==> src/rtl/add_sched.sv <==
// -----------------------------------------------------------------------------
// add_sched -- round-robin scheduler in front of one shared 32-bit
// ripple-carry adder (fa32).
//
// The scheduler grants one of NREQ requesters and latches that requester's
// operands. It holds them at fa32 for SETTLE_CYCLES cycles so the ripple
// carry has time to settle, and then captures sum, carry out and signed
// overflow into result registers. The result is offered on a single
// valid/ready port. The next grant is only made after the result has been
// taken.
//
// Build option:
//   ADD_SCHED_SUB_EN  defined   : req_sub selects A-B (B inverted, carry-in 1)
//                     undefined : req_sub is ignored and every op is A+B
//
// Parameters:
//   NREQ           number of requesters (2..8)
//   SETTLE_CYCLES  cycles operands are held at fa32 before capture (>= 1)
//
// Ports:
//   clk        in   single clock, rising edge
//   rst        in   asynchronous, active-high reset
//   req_valid  in   [NREQ]       per-requester request
//   req_a      in   [NREQ*32]    operand A, requester i at [32i+31:32i]
//   req_b      in   [NREQ*32]    operand B, same packing
//   req_sub    in   [NREQ]       1 = A-B, 0 = A+B
//   req_ready  out  [NREQ]       one-hot accept pulse (combinational)
//   rsp_valid  out               result available
//   rsp_ready  in                consumer takes the result
//   rsp_id     out  [clog2 NREQ] owner of the result
//   rsp_sum    out  [32]         sum / difference
//   rsp_cout   out               carry out (for subtract: 1 = no borrow)
//   rsp_ovf    out               signed overflow
// -----------------------------------------------------------------------------

// 32-bit ripple-carry adder, built bit by bit from a full-adder helper.
module fa32 (
  input  logic [31:0] a,
  input  logic [31:0] b,
  input  logic        cin,
  output logic [31:0] sum,
  output logic        cout
);

  // One full-adder cell: returns {carry_out, sum_bit}.
  function automatic logic [1:0] fa_bit(input logic x, input logic y, input logic ci);
    logic s;
    logic co;
    s  = x ^ y ^ ci;
    co = (x & y) | (ci & (x ^ y));
    return {co, s};
  endfunction

  logic       carry_s;
  logic [1:0] cell_s;

  // Ripple the carry from bit 0 to bit 31.
  always_comb begin
    carry_s = cin;
    sum     = 32'h0000_0000;
    cell_s  = 2'b00;
    for (int i = 0; i < 32; i++) begin
      cell_s  = fa_bit(a[i], b[i], carry_s);
      sum[i]  = cell_s[0];
      carry_s = cell_s[1];
    end
    cout = carry_s;
  end

endmodule

module add_sched #(
  parameter int NREQ          = 4,
  parameter int SETTLE_CYCLES = 2
) (
  input  logic                    clk,
  input  logic                    rst,
  input  logic [NREQ-1:0]         req_valid,
  input  logic [NREQ*32-1:0]      req_a,
  input  logic [NREQ*32-1:0]      req_b,
  input  logic [NREQ-1:0]         req_sub,
  output logic [NREQ-1:0]         req_ready,
  output logic                    rsp_valid,
  input  logic                    rsp_ready,
  output logic [$clog2(NREQ)-1:0] rsp_id,
  output logic [31:0]             rsp_sum,
  output logic                    rsp_cout,
  output logic                    rsp_ovf
);

  localparam int IDW = $clog2(NREQ);
  // Counter only needs to hold SETTLE_CYCLES-1.
  localparam int CW  = (SETTLE_CYCLES > 1) ? $clog2(SETTLE_CYCLES) : 1;

  typedef enum logic [1:0] {
    IDLE   = 2'd0,
    SETTLE = 2'd1,
    DONE   = 2'd2
  } state_t;

  state_t state_r;
  state_t next_state_s;

  // Round-robin pointer and settle counter.
  logic [IDW-1:0] rr_ptr_r;
  logic [CW-1:0]  cnt_r;

  // Grant search results.
  logic           grant_any_s;
  logic [IDW-1:0] grant_idx_s;
  logic [IDW-1:0] rr_next_s;

  // FSM strobes.
  logic accept_s;
  logic capture_s;
  logic release_s;

  // Unpacked views of the operand buses.
  logic [31:0] a_arr_s [NREQ];
  logic [31:0] b_arr_s [NREQ];

  // Operand latch feeding fa32.
  logic [31:0]    a_r;
  logic [31:0]    b_r;
  logic [IDW-1:0] id_r;

  // Adder path.
  logic [31:0] b_eff_s;
  logic        cin_s;
  logic [31:0] sum_s;
  logic        cout_s;
  logic        ovf_s;

  // Result registers.
  logic           rsp_valid_r;
  logic [IDW-1:0] rsp_id_r;
  logic [31:0]    rsp_sum_r;
  logic           rsp_cout_r;
  logic           rsp_ovf_r;

  // ---------------------------------------------------------------------------
  // Grant selection
  // ---------------------------------------------------------------------------

  // Slice the packed operand buses into one word per requester.
  always_comb begin
    for (int i = 0; i < NREQ; i++) begin
      a_arr_s[i] = req_a[i*32 +: 32];
      b_arr_s[i] = req_b[i*32 +: 32];
    end
  end

  // Find the first valid requester at or after rr_ptr, with wrap-around.
  // The loop scans offsets from high to low, so the smallest offset is
  // written last and therefore wins.
  always_comb begin
    logic [IDW:0] pos;
    grant_any_s = 1'b0;
    grant_idx_s = {IDW{1'b0}};
    pos         = {(IDW+1){1'b0}};
    for (int k = NREQ - 1; k >= 0; k--) begin
      pos = {1'b0, rr_ptr_r} + (IDW+1)'(k);
      if (pos >= (IDW+1)'(NREQ)) begin
        pos = pos - (IDW+1)'(NREQ);
      end else begin
        pos = pos;
      end
      if (req_valid[pos[IDW-1:0]]) begin
        grant_any_s = 1'b1;
        grant_idx_s = pos[IDW-1:0];
      end else begin
        grant_any_s = grant_any_s;
      end
    end
  end

  // Pointer value after a grant: the requester just above the winner.
  always_comb begin
    if (grant_idx_s == IDW'(NREQ - 1)) begin
      rr_next_s = {IDW{1'b0}};
    end else begin
      rr_next_s = grant_idx_s + IDW'(1);
    end
  end

  // ---------------------------------------------------------------------------
  // FSM: state register / next-state / outputs
  // ---------------------------------------------------------------------------

  // State register.
  always_ff @(posedge clk or posedge rst) begin
    if (rst) begin
      state_r <= IDLE;
    end else begin
      state_r <= next_state_s;
    end
  end

  // Next-state logic.
  always_comb begin
    next_state_s = state_r;
    case (state_r)
      IDLE: begin
        if (accept_s) begin
          next_state_s = SETTLE;
        end else begin
          next_state_s = IDLE;
        end
      end
      SETTLE: begin
        if (cnt_r == {CW{1'b0}}) begin
          next_state_s = DONE;
        end else begin
          next_state_s = SETTLE;
        end
      end
      DONE: begin
        if (rsp_ready) begin
          next_state_s = IDLE;
        end else begin
          next_state_s = DONE;
        end
      end
      default: next_state_s = IDLE;
    endcase
  end

  // Output strobes. Accept is held off while reset is asserted, so that
  // req_ready reads 0 during reset.
  always_comb begin
    accept_s  = 1'b0;
    capture_s = 1'b0;
    release_s = 1'b0;
    case (state_r)
      IDLE:    accept_s  = grant_any_s & ~rst;
      SETTLE:  capture_s = (cnt_r == {CW{1'b0}});
      DONE:    release_s = rsp_ready;
      default: begin
        accept_s  = 1'b0;
        capture_s = 1'b0;
        release_s = 1'b0;
      end
    endcase
  end

  // One-hot accept pulse to the granted requester.
  always_comb begin
    req_ready = {NREQ{1'b0}};
    for (int i = 0; i < NREQ; i++) begin
      req_ready[i] = accept_s & (grant_idx_s == IDW'(i));
    end
  end

  // ---------------------------------------------------------------------------
  // Operand latch, pointer and settle counter
  // ---------------------------------------------------------------------------

  // Capture the winner's operands and id at accept. They stay unchanged
  // until the next accept.
  always_ff @(posedge clk or posedge rst) begin
    if (rst) begin
      a_r  <= 32'h0000_0000;
      b_r  <= 32'h0000_0000;
      id_r <= {IDW{1'b0}};
    end else if (accept_s) begin
      a_r  <= a_arr_s[grant_idx_s];
      b_r  <= b_arr_s[grant_idx_s];
      id_r <= grant_idx_s;
    end else begin
      a_r  <= a_r;
      b_r  <= b_r;
      id_r <= id_r;
    end
  end

  // Advance the round-robin pointer past each winner.
  always_ff @(posedge clk or posedge rst) begin
    if (rst) begin
      rr_ptr_r <= {IDW{1'b0}};
    end else if (accept_s) begin
      rr_ptr_r <= rr_next_s;
    end else begin
      rr_ptr_r <= rr_ptr_r;
    end
  end

  // Settle counter: loaded at accept, counts down while in SETTLE.
  always_ff @(posedge clk or posedge rst) begin
    if (rst) begin
      cnt_r <= {CW{1'b0}};
    end else if (accept_s) begin
      cnt_r <= CW'(SETTLE_CYCLES - 1);
    end else if ((state_r == SETTLE) && (cnt_r != {CW{1'b0}})) begin
      cnt_r <= cnt_r - CW'(1);
    end else begin
      cnt_r <= cnt_r;
    end
  end

  // ---------------------------------------------------------------------------
  // Adder path
  // ---------------------------------------------------------------------------

`ifdef ADD_SCHED_SUB_EN
  logic sub_r;

  // Latch the subtract select along with the operands.
  always_ff @(posedge clk or posedge rst) begin
    if (rst) begin
      sub_r <= 1'b0;
    end else if (accept_s) begin
      sub_r <= req_sub[grant_idx_s];
    end else begin
      sub_r <= sub_r;
    end
  end

  // Subtract is A + ~B + 1.
  assign b_eff_s = sub_r ? ~b_r : b_r;
  assign cin_s   = sub_r;
`else
  // Subtract is not built, so req_sub has no load.
  logic unused_sub_s;
  assign unused_sub_s = ^req_sub;

  assign b_eff_s = b_r;
  assign cin_s   = 1'b0;
`endif

  fa32 u_fa32 (
    .a    (a_r),
    .b    (b_eff_s),
    .cin  (cin_s),
    .sum  (sum_s),
    .cout (cout_s)
  );

  // Signed overflow: the operand signs agree and the result sign differs.
  assign ovf_s = (a_r[31] == b_eff_s[31]) & (sum_s[31] != a_r[31]);

  // ---------------------------------------------------------------------------
  // Result registers
  // ---------------------------------------------------------------------------

  // Capture the settled adder output. It is held until the next capture.
  always_ff @(posedge clk or posedge rst) begin
    if (rst) begin
      rsp_sum_r  <= 32'h0000_0000;
      rsp_cout_r <= 1'b0;
      rsp_ovf_r  <= 1'b0;
      rsp_id_r   <= {IDW{1'b0}};
    end else if (capture_s) begin
      rsp_sum_r  <= sum_s;
      rsp_cout_r <= cout_s;
      rsp_ovf_r  <= ovf_s;
      rsp_id_r   <= id_r;
    end else begin
      rsp_sum_r  <= rsp_sum_r;
      rsp_cout_r <= rsp_cout_r;
      rsp_ovf_r  <= rsp_ovf_r;
      rsp_id_r   <= rsp_id_r;
    end
  end

  // Response valid: set with the capture, cleared when the consumer takes it.
  always_ff @(posedge clk or posedge rst) begin
    if (rst) begin
      rsp_valid_r <= 1'b0;
    end else if (capture_s) begin
      rsp_valid_r <= 1'b1;
    end else if (release_s) begin
      rsp_valid_r <= 1'b0;
    end else begin
      rsp_valid_r <= rsp_valid_r;
    end
  end

  assign rsp_valid = rsp_valid_r;
  assign rsp_id    = rsp_id_r;
  assign rsp_sum   = rsp_sum_r;
  assign rsp_cout  = rsp_cout_r;
  assign rsp_ovf   = rsp_ovf_r;

endmodule

==> config.mk <==
export PLATFORM = sky130hd
export DESIGN_NAME = add_sched
export DESIGN_NICKNAME = d
export VERILOG_FILES = /design/src/rtl/add_sched.sv
export SDC_FILE = /design/constraint.sdc
export NUM_CORES = 1
export LEC_CHECK = 0
export BUFFER_PORTS_ARGS = -buffer_cell sky130_fd_sc_hd__buf_2
export CORE_MARGIN = 2
export CORE_UTILIZATION = 40
export CTS_BUF_LIST = sky130_fd_sc_hd__clkbuf_8 sky130_fd_sc_hd__clkbuf_16
export DETAILED_ROUTE_END_ITERATION = 8
export GPL_TIMING_DRIVEN = 0
export PLACE_DENSITY = 0.76
export SLEW_MARGIN = 10
export SYNTH_ARGS = -nofsm -noshare
export SYNTH_HDL_FRONTEND = slang
export SYNTH_SLANG_ARGS = --single-unit
==> constraint.sdc <==
create_clock -name clk -period 27.3 [get_ports clk]
set_clock_uncertainty 0.05 [all_clocks]
set_input_delay 4.095 -clock clk [delete_from_list [all_inputs] [get_ports clk]]
set_output_delay 4.095 -clock clk [all_outputs]
set_load 0.1 [all_outputs]
After elaboration in Yosys (flattened, before gate mapping)

Cells that the tools add are included.

Flip-flop bits (word level): 108
Input port bits: 267
Output and inout bits: 41
Word-level logic and storage cells: 245

Add/sub/neg operators: 9
$lt $le $gt $ge: 9
Equal/unequal tests: 7
Mux-type cells: 38
Bitwise operators: 166
Reduce and logical (&&, ||, !) cells: 5

Operators by type and width:

| operator                                                               | number |
|---|---|
| 32-bit binary-select mux with 2-bit select                             | 2 |
| 32-bit two-way mux                                                     | 4 |
| 1-bit AND                                                              | 69 |
| 1-bit bitwise XOR                                                      | 63 |
| 1-bit OR                                                               | 31 |
| 2-bit two-way mux                                                      | 11 |
| 1-bit two-way mux                                                      | 16 |
| 3-bit >= comparator (second input constant)                            | 4 |
| 2-bit by 3-bit < comparator with 1-bit output (second input constant)  | 4 |
| 1-bit binary-select mux with 2-bit select                              | 4 |
| 2-bit by 1-bit subtractor with 2-bit output (second input constant)    | 4 |
| 2-bit by 2-bit adder with 3-bit output (second input constant)         | 2 |
| 2-bit == test (second input constant)                                  | 3 |
| 2-bit one-hot mux with 3 select lines                                  | 1 |
| 2-bit by 1-bit == test with 1-bit output (second input constant)       | 2 |
| 2-bit logical NOT                                                      | 2 |
| 2-bit nonzero test                                                     | 2 |
| 2-bit by 1-bit adder with 3-bit output (second input constant)         | 1 |
| 2-bit by 3-bit >= comparator with 1-bit output (second input constant) | 1 |
| 2-bit inverter with 3-bit output                                       | 1 |
| 2-bit by 1-bit adder with 2-bit output (second input constant)         | 1 |
| 1-bit inverter                                                         | 2 |
| 1-bit == test                                                          | 1 |
| 1-bit logical AND                                                      | 1 |
| other kinds (2)                                                        | 2 |

Logic depth before layout (Yosys ltp)

Depth in word-level cells: 64
Mapped depth: 37
Mapped depth without buffers: 37

Hierarchy

Synthesis repeated with hierarchy kept, for this count alone.

Cell total of the unflattened synthesis: 679
Area, all modules: 6842.8 µm²

By module, submodules not included:

| module    | times used | cells each | area each (µm²) | seq. area each (µm²) |
|---|---|---|---|---|
| add_sched | 1          | 637        | 6164.7          | 2702.6 |
| fa32      | 1          | 42         | 678.2           | 0.0 |

Worst setup path before layout

No wires, ideal clock.

Path type: register -> register
From: register a_r[0]
To: register rsp_ovf_r, in the netlist rsp_ovf
Library setup time: 95 ps
Arrival time: 12560 ps
Data required time: 27155 ps
Slack: 14595 ps
Stages on the path, launching flop included: 38
Path buffers: 0
Period minus slack after synthesis: 12705 ps
Path through: dfrtp_1 -> ha_1 -> fa_1 -> fa_1 -> fa_1 -> fa_1 -> fa_1 -> fa_1 -> fa_1 -> fa_1 -> fa_1 -> fa_1 -> fa_1 -> fa_1 -> fa_1 -> fa_1 -> fa_1 -> fa_1 -> (+2 left out) -> fa_1 -> fa_1 -> fa_1 -> fa_1 -> fa_1 -> fa_1 -> fa_1 -> fa_1 -> fa_1 -> fa_1 -> inv_1 -> fa_1 -> inv_1 -> fa_1 -> inv_1 -> fa_1 -> xor2_1 -> o31ai_1

Word-level cells in the longest chain between the ends: 64

RTL lines:

| item                     | line | text |
|---|---|---|
| start: declaration       | 123  | `logic [31:0] a_r;` |
| start signal: assignment | 266  | `a_r <= a_arr_s[grant_idx_s];` |
| start signal: assignment | 270  | `a_r <= a_r;` |
| 1-bit AND (2 in series)  | 50   | `co = (x & y) \| (ci & (x ^ y));` |
| 1-bit OR                 | 50   |  |
| 1-bit AND                | 50   |  |
| 1-bit OR                 | 50   |  |
| 1-bit AND                | 50   |  |
| 1-bit OR                 | 50   |  |
| 1-bit AND                | 50   |  |
| 1-bit OR                 | 50   |  |
| (+47 left out)           | --   |  |
| 1-bit OR                 | 50   |  |
| 1-bit AND                | 50   |  |
| 1-bit OR                 | 50   |  |
| 1-bit AND                | 50   |  |
| 1-bit OR                 | 50   |  |
| 1-bit bitwise XOR        | 49   | `s = x ^ y ^ ci;` |
| 1-bit inequality test    | 339  | `assign ovf_s = (a_r[31] == b_eff_s[31]) & (sum_s[31] != a_r[31]);` |
| 1-bit AND                | 339  |  |
| end signal: assignment   | 355  | `rsp_ovf_r <= ovf_s;` |
| end signal: assignment   | 360  | `rsp_ovf_r <= rsp_ovf_r;` |
| end: declaration         | 139  | `logic rsp_ovf_r;` |

No other way between the ends.
A chain may end at the register's enable or synchronous reset.

Worst setup path in the final report

Ends and elaborated chain as after synthesis.

==> impl_metrics.py <==
metrics = {
    "outcome": {
        "status": "complete, no violations",
    },
    "worst_setup_path": {
        "cp_max_fo": 2,
        "cp_slowest_cell": "fa_1",
        "timing.critical_path.buf_inv": 3,
        "start_kind": "flip-flop",
        "crit_family": "adder cells",
        "cp.depth": 37,
        "cp_data_required_time_ns": 27.52,
        "reg2regPathDepth": 37,
        "worstPathArrival_ns": 13.77,
        "worstSetupPathType": "flip-flop to flip-flop",
        "worst_setup_path_end_kind": "flip-flop",
        "critical-path-max-stage-delay_ns": 0.44,
        "cpMostUsedCell": "fa_1",
    },
    "logic_synthesis": {
        "synth_common_cells": "108 x dfrtp_1, 72 x nand2_1, 66 x o31ai_1, 65 x mux2i_1",
        "ys_types": 38,
        "synth_largest_area_cell": "dfrtp_1",
        "synth_nets": 1004,
        "synth_top_area_share": 0.3689,
        "synth.avg_cell_area_sq_um": 10.47,
        "async_reset_ff_frac": 1.000,
        "yosysWarnings": 0,
        "synth_enable_flop_cells": 0,
        "yosysMostFrequentCell": "dfrtp_1",
        "synth_area_sq_mm": 0.007327,
        "ys.flop_type": "dfrtp_1",
        "ys_top_cells_by_area": "dfrtp_1 37%, mux2i_1 8.9%, fa_1 8.5%",
        "syn_inst": 700,
        "synth-seq-area-share": 0.3689,
        "synth_seq_cells": 108,
    },
    "cts": {
        "numCtsBuffers": 9,
        "clkLatencyLatePin_ns": 0.35,
        "htree_levels": 3,
        "cts.sinks": 108,
        "ctsHoldBuffers": 0,
        "cts_tree": "yes",
        "cts_root_buffer": "clkbuf_16",
        "post_cts_buffers": 0,
        "cts_buffer_depth": 2,
        "clk_pin_slew_ns": 0.08,
        "post_cts_resized": 0,
    },
    "route": {
        "first_pass_iters": 5,
        "drt_wl_total_um": 25970,
        "drt_iter0_markers": 561,
        "num_vias": 7236,
        "drc": 0,
        "wl_per_cell_um": 20.83,
        "viasPerCell": 5.803,
        "antenna_left": 0,
    },
    "worst_hold_path": {
        "hold_path_class": "flip-flop to flip-flop",
        "whs_path_depth": 2,
    },
    "timing": {
        "hold_violations": 0,
        "setup_viol": 0,
        "worst_slack_ns": 13.75,
        "slew_headroom": 0.2170,
        "worst_slew_pin_slew_ns": 1.170,
        "drv_slew": 0,
        "period_share": 0.4964,
        "fin_crit_ns": 13.55,
        "whs_ns": 0.4318,
        "fmax_ghz": 0.07378,
        "setup-tns-final_ns": 0,
        "rsz0062_at_grt": "no",
    },
    "finish": {
        "antenna_cells": 0,
        "n_fill_cell": 1641,
        "nets": 1317,
        "area_delta_synth_final_pct": 29.15,
        "drive_gt1_frac": 0.3870,
    },
    "power": {
        "power.internal_mw": 0.5314,
        "switchingPower_mw": 0.6097,
        "power_frac_seq": 0.258,
        "power_frac_clock": 0.122,
        "sw_frac_of_total": 0.5343,
        "power.density_mw_per_mm2": 120.6,
        "p_leak_nw": 4.497,
        "ir_drop_v": 0.00008120,
        "p_total_mw": 1.141,
        "combPwrFrac": 0.619,
    },
    "place": {
        "place_hpwl_um": 19970,
        "port_buffers": 301,
        "dp_slack_ns": 13.80,
        "place_congestion": 0.8492,
    },
    "grt": {
        "grt_max_degree": 56,
        "grtUsageMet3": 0.06125,
        "first_global_vias": 7062,
        "use_met1": 0.3398,
        "busiest_layer": "met2",
        "grt_overflow_total": 0,
        "grt_use_met2": 0.4404,
        "grt_pass1_wl_um": 39330,
        "grt_usage": 0.2636,
        "antenna_found_initial": 0,
    },
    "floorplan": {
        "placementRows": 49,
        "die_h_um": 139.3,
        "start_util": 0.4079,
        "die_area_sq_mm": 0.01942,
        "core-area_sq_mm": 0.01796,
        "num_io_pins": 308,
        "die_w_um": 139.3,
    },
    "flow_run": {
        "max_cap_viol_count": 0,
    },
}
## sequential cells by signal, summed over array words and instances (netlist names), 2 cells and up
signal / flops
rsp_sum: 32
a_r: 32
b_eff_s: 32
rr_ptr_r: 2
id_r: 2
state_r: 2
rsp_id: 2
## layout make-up
class	instances	area, sq um	share of cell area
Multi-Input combinational cell	500	4163	0.4399
Clock buffer	10	239.0	0.02525
Clock inverter	6	71.32	0.007537
Sequential cell	108	2703	0.2856
Tap cell	229	286.5	0.03028
Timing Repair Buffer	302	1534	0.1621
Inverter	12	50.05	0.005289
Buffer	80	416.7	0.04403
## power by group through the flow
| stage | Clock [mW] | Sequential, mW | Combinational [mW] |
|---|---|---|---|
| 2_1_floorplan | 0 | 0.485 | 0.335 |
| 3_5_place_dp | 0 | 0.299 | 0.707 |
| 3_3_place_gp | 0 | 0.295 | 0.690 |
| 4_1_cts | 0.141 | 0.296 | 0.708 |
| 5_1_grt | 0.148 | 0.308 | 0.763 |
| 6_report | 0.139 | 0.295 | 0.707 |
## routing by layer
metal | share of wire | vias to the layer above
li1 | - | 3316
met1 | 0.41 | 3474
met2 | 0.48 | 394
met3 | 0.085 | 52
met4 | 0.028 | 0
met5 | 0 | -
## kinds of logic (layout without fill, tap and decap cells)
| group | Yosys count | count (layout) | synth area share |
|---|---|---|---|
| compound gates | 211 | 211 | 0.2281 |
| xor+xnor | 1 | 1 | 0.001196 |
| fa+ha+maj | 37 | 37 | 0.09495 |
| buf+inv | 92 | 410 | 0.06301 |
| flops | 108 | 108 | 0.3689 |
| mux | 97 | 97 | 0.1380 |
| simple gates | 154 | 154 | 0.1059 |
## tightest hold or removal path, stage by stage, from the launching register on
cell and delay, ns:
dfrtp_1 0.35, nand2_1 0.04, o21ai_0 0.05
## final timing paths
kind / slack [ns] / start / to
setup / recovery: 13.75 / a_r[0]$_DFFE_PP0P_ / rsp_ovf$_DFFE_PP0P_
hold / removal: 0.43 / rsp_cout$_DFFE_PP0P_ / rsp_cout$_DFFE_PP0P_
setup reg to reg: 13.75 / a_r[0]$_DFFE_PP0P_ / rsp_ovf$_DFFE_PP0P_
hold reg to reg: 0.43 / rsp_cout$_DFFE_PP0P_ / rsp_cout$_DFFE_PP0P_
max in group asynchronous: 22.80 / rst / b_eff_s[16]$_DFFE_PP0P_
min in group asynchronous: 3.73 / rst / state_r[0]$_DFF_PP0_
## metrics by stage
step | instance area (sq um) | utilization | std cells
2_1_floorplan | 7327 | - | 700
5_1_grt | 9463 | 0.5268 | 1247
4_1_cts | 9463 | 0.5268 | 1247
6_report | 9463 | 0.5268 | 1247
3_3_place_gp | 9120 | 0.5077 | 1230
3_5_place_dp | 9153 | 0.5095 | 1231
## cell usage in the layout (no fill, tap or decap), drive strengths merged, types with 32 or more instances in the layout
master	n
a211o	64
buf	361
dfrtp	108
mux2	32
mux2i	65
nand2	73
nand4	64
o211ai	60
o31ai	66
Power figures use the tool's default switching activity.
